**src/rtl/ecap5_dproc_pkg.sv**
```systemverilog
// Shared types for the load/store stage: size encodings, pending-entry layout and request states.
package ecap5_dproc_pkg;

  localparam logic [3:0] SEL_BYTE = 4'h1;
  localparam logic [3:0] SEL_HALF = 4'h3;
  localparam logic [3:0] SEL_WORD = 4'hF;

  typedef struct packed {
    logic [1:0] off;
    logic [3:0] sel;
    logic       uns;
    logic       we;
    logic       reg_write;
    logic [4:0] reg_addr;
  } lsm_entry_t;

  typedef enum logic {
    IDLE = 1'b0,
    REQ  = 1'b1
  } lsm_req_state_t;

  // Any size code other than byte or half behaves as a full word.
  function automatic logic [3:0] norm_sel(input logic [3:0] sel);
    case (sel)
      SEL_BYTE: return SEL_BYTE;
      SEL_HALF: return SEL_HALF;
      default:  return SEL_WORD;
    endcase
  endfunction

endpackage

```
**src/rtl/lsm_pending_queue.sv**
```systemverilog
// In-order FIFO of issued-but-unanswered memory requests; head is the oldest outstanding beat.
module lsm_pending_queue
  import ecap5_dproc_pkg::*;
#(
  parameter int DEPTH = 2
) (
  input  logic                         clk_i,
  input  logic                         rst_ni,
  input  logic                         push_i,
  input  lsm_entry_t                   entry_i,
  input  logic                         pop_i,
  output logic [$clog2(DEPTH+1)-1:0]   count_o,
  output lsm_entry_t                   head_o
);

  localparam int PW = (DEPTH > 1) ? $clog2(DEPTH) : 1;
  localparam int CW = $clog2(DEPTH + 1);

  lsm_entry_t    r_mem [DEPTH];
  logic [PW-1:0] r_wr_ptr;
  logic [PW-1:0] r_rd_ptr;
  logic [CW-1:0] r_count;

  function automatic logic [PW-1:0] next_ptr(input logic [PW-1:0] p);
    return (p == PW'(DEPTH - 1)) ? '0 : p + 1'b1;
  endfunction

  always_ff @(posedge clk_i or negedge rst_ni) begin
    if (!rst_ni) begin
      r_wr_ptr <= '0;
      r_rd_ptr <= '0;
      r_count  <= '0;
    end else begin
      if (push_i) r_wr_ptr <= next_ptr(r_wr_ptr);
      if (pop_i)  r_rd_ptr <= next_ptr(r_rd_ptr);
      case ({push_i, pop_i})
        2'b10:   r_count <= r_count + 1'b1;
        2'b01:   r_count <= r_count - 1'b1;
        default: r_count <= r_count;
      endcase
    end
  end

  always_ff @(posedge clk_i) begin
    if (push_i) r_mem[r_wr_ptr] <= entry_i;
  end

  assign count_o = r_count;
  assign head_o  = r_mem[r_rd_ptr];

endmodule

```
**src/rtl/lsm_pipelined.sv**
```systemverilog
// Load/store stage with a pipelined Wishbone master, in-order retire and lane steering.
//  state | meaning
//  IDLE  | no strobe pending; bus idle or only waiting on acks
//  REQ   | strobe asserted with latched beat, waiting for !wb_stall_i
module lsm_pipelined
  import ecap5_dproc_pkg::*;
#(
  parameter int MAX_OUTSTANDING = 2,
  parameter int TRAP_MISALIGNED = 1
) (
  input  logic        clk_i,
  input  logic        rst_ni,
  input  logic        input_valid_i,
  output logic        input_ready_o,
  input  logic [31:0] alu_result_i,
  input  logic        enable_i,
  input  logic        write_i,
  input  logic [31:0] write_data_i,
  input  logic [3:0]  sel_i,
  input  logic        unsigned_load_i,
  input  logic        reg_write_i,
  input  logic [4:0]  reg_addr_i,
  output logic [31:0] wb_adr_o,
  output logic [31:0] wb_dat_o,
  output logic        wb_we_o,
  output logic [3:0]  wb_sel_o,
  output logic        wb_stb_o,
  output logic        wb_cyc_o,
  input  logic [31:0] wb_dat_i,
  input  logic        wb_ack_i,
  input  logic        wb_stall_i,
  input  logic        wb_err_i,
  output logic        output_valid_o,
  output logic        reg_write_o,
  output logic [4:0]  reg_addr_o,
  output logic [31:0] reg_data_o,
  output logic        misaligned_o,
  output logic        bus_error_o
);

  localparam int CW      = $clog2(MAX_OUTSTANDING + 1);
  localparam bit TRAP_EN = (TRAP_MISALIGNED != 0);

  lsm_req_state_t r_state;
  logic           r_stb;
  logic [31:0]    r_adr;
  logic [31:0]    r_dat;
  logic           r_we;
  logic [3:0]     r_sel;
  logic           r_output_valid;
  logic           r_reg_write;
  logic [4:0]     r_reg_addr;
  logic [31:0]    r_reg_data;
  logic           r_misaligned;
  logic           r_bus_error;

  logic [1:0]     w_off_raw;
  logic [1:0]     w_off;
  logic [3:0]     w_sel;
  logic           w_misal;
  logic           w_trap;
  logic           w_mem;
  logic           w_ready;
  logic           w_accept;
  logic           w_push;
  logic           w_pop;
  logic [CW-1:0]  w_count;
  lsm_entry_t     w_entry;
  lsm_entry_t     w_head;
  logic [31:0]    w_shifted;
  logic [31:0]    w_load_data;

  assign w_off_raw = alu_result_i[1:0];
  assign w_sel     = norm_sel(sel_i);
  assign w_misal   = ((w_sel == SEL_HALF) && (w_off_raw == 2'd3)) ||
                     ((w_sel == SEL_WORD) && (w_off_raw != 2'd0));
  assign w_off     = w_misal ? 2'd0 : w_off_raw;
  assign w_trap    = enable_i & w_misal & TRAP_EN;
  assign w_mem     = enable_i & ~w_trap;

  // Non-memory and trapped results must wait for the bus to drain so retirement stays in order.
  assign w_ready  = w_mem ? ((w_count < CW'(MAX_OUTSTANDING)) & (~r_stb | ~wb_stall_i))
                          : ((w_count == '0) & ~r_stb);
  assign w_accept = input_valid_i & w_ready;
  assign w_push   = w_accept & w_mem;
  assign w_pop    = (wb_ack_i | wb_err_i) & (w_count != '0);

  assign w_entry = '{off: w_off, sel: w_sel, uns: unsigned_load_i, we: write_i,
                     reg_write: reg_write_i, reg_addr: reg_addr_i};

  lsm_pending_queue #(.DEPTH(MAX_OUTSTANDING)) u_pending (
    .clk_i   (clk_i),
    .rst_ni  (rst_ni),
    .push_i  (w_push),
    .entry_i (w_entry),
    .pop_i   (w_pop),
    .count_o (w_count),
    .head_o  (w_head)
  );

  assign w_shifted = wb_dat_i >> {w_head.off, 3'b000};

  always_comb begin
    w_load_data = w_shifted;
    case (w_head.sel)
      SEL_BYTE: w_load_data = {{24{~w_head.uns & w_shifted[7]}}, w_shifted[7:0]};
      SEL_HALF: w_load_data = {{16{~w_head.uns & w_shifted[15]}}, w_shifted[15:0]};
      default:  w_load_data = w_shifted;
    endcase
  end

  always_ff @(posedge clk_i or negedge rst_ni) begin
    if (!rst_ni) begin
      r_state <= IDLE;
      r_stb   <= 1'b0;
      r_adr   <= '0;
      r_dat   <= '0;
      r_we    <= 1'b0;
      r_sel   <= '0;
    end else begin
      case (r_state)
        IDLE: begin
          if (w_push) begin
            r_state <= REQ;
            r_stb   <= 1'b1;
            r_adr   <= {alu_result_i[31:2], 2'b00};
            r_dat   <= write_data_i << {w_off, 3'b000};
            r_we    <= write_i;
            r_sel   <= w_sel << w_off;
          end
        end
        REQ: begin
          if (w_push) begin
            r_adr <= {alu_result_i[31:2], 2'b00};
            r_dat <= write_data_i << {w_off, 3'b000};
            r_we  <= write_i;
            r_sel <= w_sel << w_off;
          end else if (!wb_stall_i) begin
            r_state <= IDLE;
            r_stb   <= 1'b0;
          end
        end
        default: begin
          r_state <= IDLE;
          r_stb   <= 1'b0;
        end
      endcase
    end
  end

  // Error outranks ack; queue pop and a non-memory/trapped accept never coincide.
  always_ff @(posedge clk_i or negedge rst_ni) begin
    if (!rst_ni) begin
      r_output_valid <= 1'b0;
      r_reg_write    <= 1'b0;
      r_reg_addr     <= '0;
      r_reg_data     <= '0;
      r_misaligned   <= 1'b0;
      r_bus_error    <= 1'b0;
    end else begin
      r_output_valid <= 1'b0;
      r_misaligned   <= 1'b0;
      r_bus_error    <= 1'b0;
      if (w_pop) begin
        r_output_valid <= 1'b1;
        r_reg_addr     <= w_head.reg_addr;
        if (wb_err_i) begin
          r_bus_error <= 1'b1;
          r_reg_write <= 1'b0;
          r_reg_data  <= '0;
        end else begin
          r_reg_write <= w_head.reg_write & ~w_head.we;
          r_reg_data  <= w_head.we ? 32'h0 : w_load_data;
        end
      end else if (w_accept && w_trap) begin
        r_output_valid <= 1'b1;
        r_misaligned   <= 1'b1;
        r_reg_write    <= 1'b0;
        r_reg_addr     <= reg_addr_i;
      end else if (w_accept && !enable_i) begin
        r_output_valid <= 1'b1;
        r_reg_write    <= reg_write_i;
        r_reg_addr     <= reg_addr_i;
        r_reg_data     <= alu_result_i;
      end
    end
  end

  assign input_ready_o  = w_ready;
  assign wb_adr_o       = r_adr;
  assign wb_dat_o       = r_dat;
  assign wb_we_o        = r_we;
  assign wb_sel_o       = r_sel;
  assign wb_stb_o       = r_stb;
  assign wb_cyc_o       = r_stb | (w_count != '0);
  assign output_valid_o = r_output_valid;
  assign reg_write_o    = r_reg_write;
  assign reg_addr_o     = r_reg_addr;
  assign reg_data_o     = r_reg_data;
  assign misaligned_o   = r_misaligned;
  assign bus_error_o    = r_bus_error;

endmodule
```
**config.mk**
```make
export PLATFORM = sky130hd
export DESIGN_NAME = lsm_pipelined
export DESIGN_NICKNAME = d
export VERILOG_FILES = /design/src/rtl/ecap5_dproc_pkg.sv /design/src/rtl/lsm_pending_queue.sv /design/src/rtl/lsm_pipelined.sv
export SDC_FILE = /design/constraint.sdc
export NUM_CORES = 1
export LEC_CHECK = 0
export CAP_MARGIN = 20
export CORE_ASPECT_RATIO = 2
export CORE_MARGIN = 2
export CORE_UTILIZATION = 35
export CTS_CLUSTER_SIZE = 10
export DETAILED_ROUTE_END_ITERATION = 6
export SLEW_MARGIN = 20
export SYNTH_ARGS = -nofsm -noshare
export SYNTH_HDL_FRONTEND = slang
export SYNTH_SLANG_ARGS = --single-unit
export TNS_END_PERCENT = 10
```
**constraint.sdc**
```tcl
create_clock -name clk_i -period 6.82 [get_ports clk_i]
set_input_delay 2.046 -clock clk_i [delete_from_list [all_inputs] [get_ports clk_i]]
set_output_delay 2.046 -clock clk_i [all_outputs]
set_load 0.01 [all_outputs]
```
==> flow_summary.json <==
{
  "wl_per_cell_um": 19.9,
  "synthFlopType": "dfrtp_1",
  "required_ps": 4770,
  "crit_type": "input port to primary output",
  "worstSkewPairLatency_ps": 420,
  "relSlewSlack_pct": 26.1,
  "arrival_ps": 4000,
  "reg2reg_slack_ps": 3960,
  "vias_per_cell": 5.15,
  "cts_hold_buf": 0,
  "drive_above_1_share_pct": 9.74,
  "crit_path_max_fanout": 7,
  "r2r-end": "reg_data_o[18]",
  "nNetsFinal": 976,
  "period_needed_ps": 6040,
  "cts_tree": "done",
  "grt_pass1_wl_um": 34700,
  "start_util_pct": 35.5,
  "rr_startpoint": "u_pending.r_rd_ptr",
  "synth_top_area_share_pct": 40.7,
  "antenna_left": 0,
  "maxCapViolCount": 0,
  "grt_util_all_layers_pct": 21.2,
  "cts_max_path_buffers": 2,
  "vias": 5852,
  "antenna_found_initial": 1,
  "cts_resized": 0,
  "worstHoldEndpoint": "wb_stb_o",
  "setup_viol": 0,
  "status": "completed",
  "grt_max_degree": 83,
  "place_congestion": 0.834,
  "hpwl_um": 16600,
  "first_pass_iters": 4,
  "power.leakage_nw": 4.35,
  "yosysTopAreaCell": "dfrtp_1",
  "skew_ps": 8.88,
  "cts_setup_buffers": 0,
  "rsz0062_at_grt": "no",
  "synthToLayoutAreaGrowth_pct": 42.4,
  "io_buffers": 225,
  "fin_crit_sh_pct": 88.6,
  "fp.dieArea_um2": 21300,
  "clock-root-buffer": "clkbuf_16",
  "holdCritStartpoint": "r_state",
  "synthArstFlopShare_pct": 82.6,
  "postSynthAreaPerCell_um2": 10.7,
  "cts_buffers": 17,
  "synth_seq_cells": 138,
  "r2r_cells": 6,
  "powerDensity_nw_per_um2": 390,
  "whs_path_depth": 1,
  "synth-edff-count": 24,
  "setup_tns_ps": 0,
  "coreArea_um2": 19700,
  "die_y_um": 204,
  "worstMarginPinSlew_ps": 1110,
  "ys_warn_count": 0,
  "path_clk_slew_ps": 60,
  "slew_violations": 0,
  "yosysSeqAreaShare_pct": 51.0,
  "cts_sinks": 138,
  "synth_common_cells": "nand2_1, dfrtp_1, mux2i_1, nor2_1, edfxtp_1",
  "post-synth-top-count-cell": "nand2_1",
  "post-route-util_pct": 50.6,
  "ir_worst_vdd_mv": 0.209,
  "end_kind": "primary output",
  "grt_pass1_vias": 6129,
  "hold_viol_final": 0,
  "num_rows": 73,
  "syn_area_um2": 7010,
  "wl_um": 22600,
  "yosysUniqueCellTypes": 68,
  "htreeDepth": 4,
  "grt_overflow": 0,
  "netlist_top_cells_area": "dfrtp_1, mux2i_1, edfxtp_1, nand2_1, mux2_2",
  "fp.dieW_um": 104,
  "io_pins": 228,
  "cp-start-kind": "input port",
  "post_synth_inst_count": 654,
  "first_iter_violations": 311,
  "hp-class": "register to register",
  "fillCellCount": 1841,
  "drc": 0,
  "max_freq_ghz": 0.165
}
-- cells in the final DEF, fill, tap and decap left out, types with 4 or more instances in the layout --
cell,n
a211oi_1,6
a21oi_1,22
a221o_1,13
a22oi_1,8
a31oi_1,5
buf_4,7
clkbuf_16,18
clkdlybuf4s50_1,224
clkinv_2,4
dfrtp_1,114
edfxtp_1,24
inv_1,8
mux2_2,15
mux2i_1,81
nand2_1,130
nand3_1,18
nor2_1,33
nor3_1,8
o21a_1,7
o21ai_0,22
o221ai_1,8
o22ai_1,8
o2bb2ai_1,8
o31ai_1,8
xnor2_1,4
-- cell type report --
class	count	area (um^2)	share of cell area, %
Sequential cell	138	3570	35.8
Multi-Input combinational cell	460	3140	31.5
Timing Repair Buffer	232	2310	23.1
Clock buffer	21	472	4.72
Tap cell	262	328	3.28
Clock inverter	11	119	1.19
Inverter	11	43.8	0.438
Antenna cell	1	2.50	0.0251
-- cell families (layout without fill, tap and decap cells) --
family	count (synthesis)	count (layout)	synth area share, %
compound gates	136	136	14.9
xor+xnor	5	5	0.624
fa+ha+maj	1	1	0.178
buf+inv	57	275	4.50
flops	138	138	51.0
mux	102	102	15.4
other cells	1	3	0.0535
simple gates	214	214	13.4
-- worst max-delay path: stages --
cell and delay, ps:
clkdlybuf4s50_1 450, nor3b_4 320, inv_2 120, nand2_1 230, a31oi_1 120, a41o_1 230
clkdlybuf4s50_1 480
-- per-stage QoR --
stage,hold slack [ps],power (mW),setup WS (ps),area [um^2],cells
6_report,458,3.89,777,9990,1136
5_1_grt,477,4.11,683,9990,1136
4_1_cts,454,3.94,771,9980,1135
3_5_place_dp,448,2.99,780,9390,1103
3_3_place_gp,426,2.96,797,9390,1103
2_1_floorplan,419,2.12,1820,7020,655
-- flip-flops by register name (all words and copies together) (netlist names), 2 cells and up --
register / flops
reg_addr_o: 5
reg_data_o: 32
u_pending.count_o: 2
u_pending.r_mem: 24
wb_adr_o: 30
wb_dat_o: 32
wb_sel_o: 4
-- per-layer routing --
metal	routed length, um	global-route usage (%)	vias to the layer above	share of wire, %
met4	842	9.94	0	3.7
met3	1050	4.62	39	4.7
li1	-	-	2765	-
met2	12600	40.3	200	56
met5	0	0	-	0
met1	8110	21.9	2848	36
-- worst max path at each step --
stage                  start             to  depth (start not counted)
finish              sel_i[3]  input_ready_o                          7
global route        sel_i[0]  input_ready_o                          7
CTS                 sel_i[0]  input_ready_o                          7
detailed placement  sel_i[0]  input_ready_o                          7
global placement    sel_i[3]  input_ready_o                          7
floorplan           sel_i[3]  input_ready_o                          5
-- power breakdown --
part | switching [mW] | internal (mW)
Sequential | 0.168 | 1.13
Combinational | 0.802 | 0.864
Clock | 0.361 | 0.568
Power figures use the tool's default switching activity.
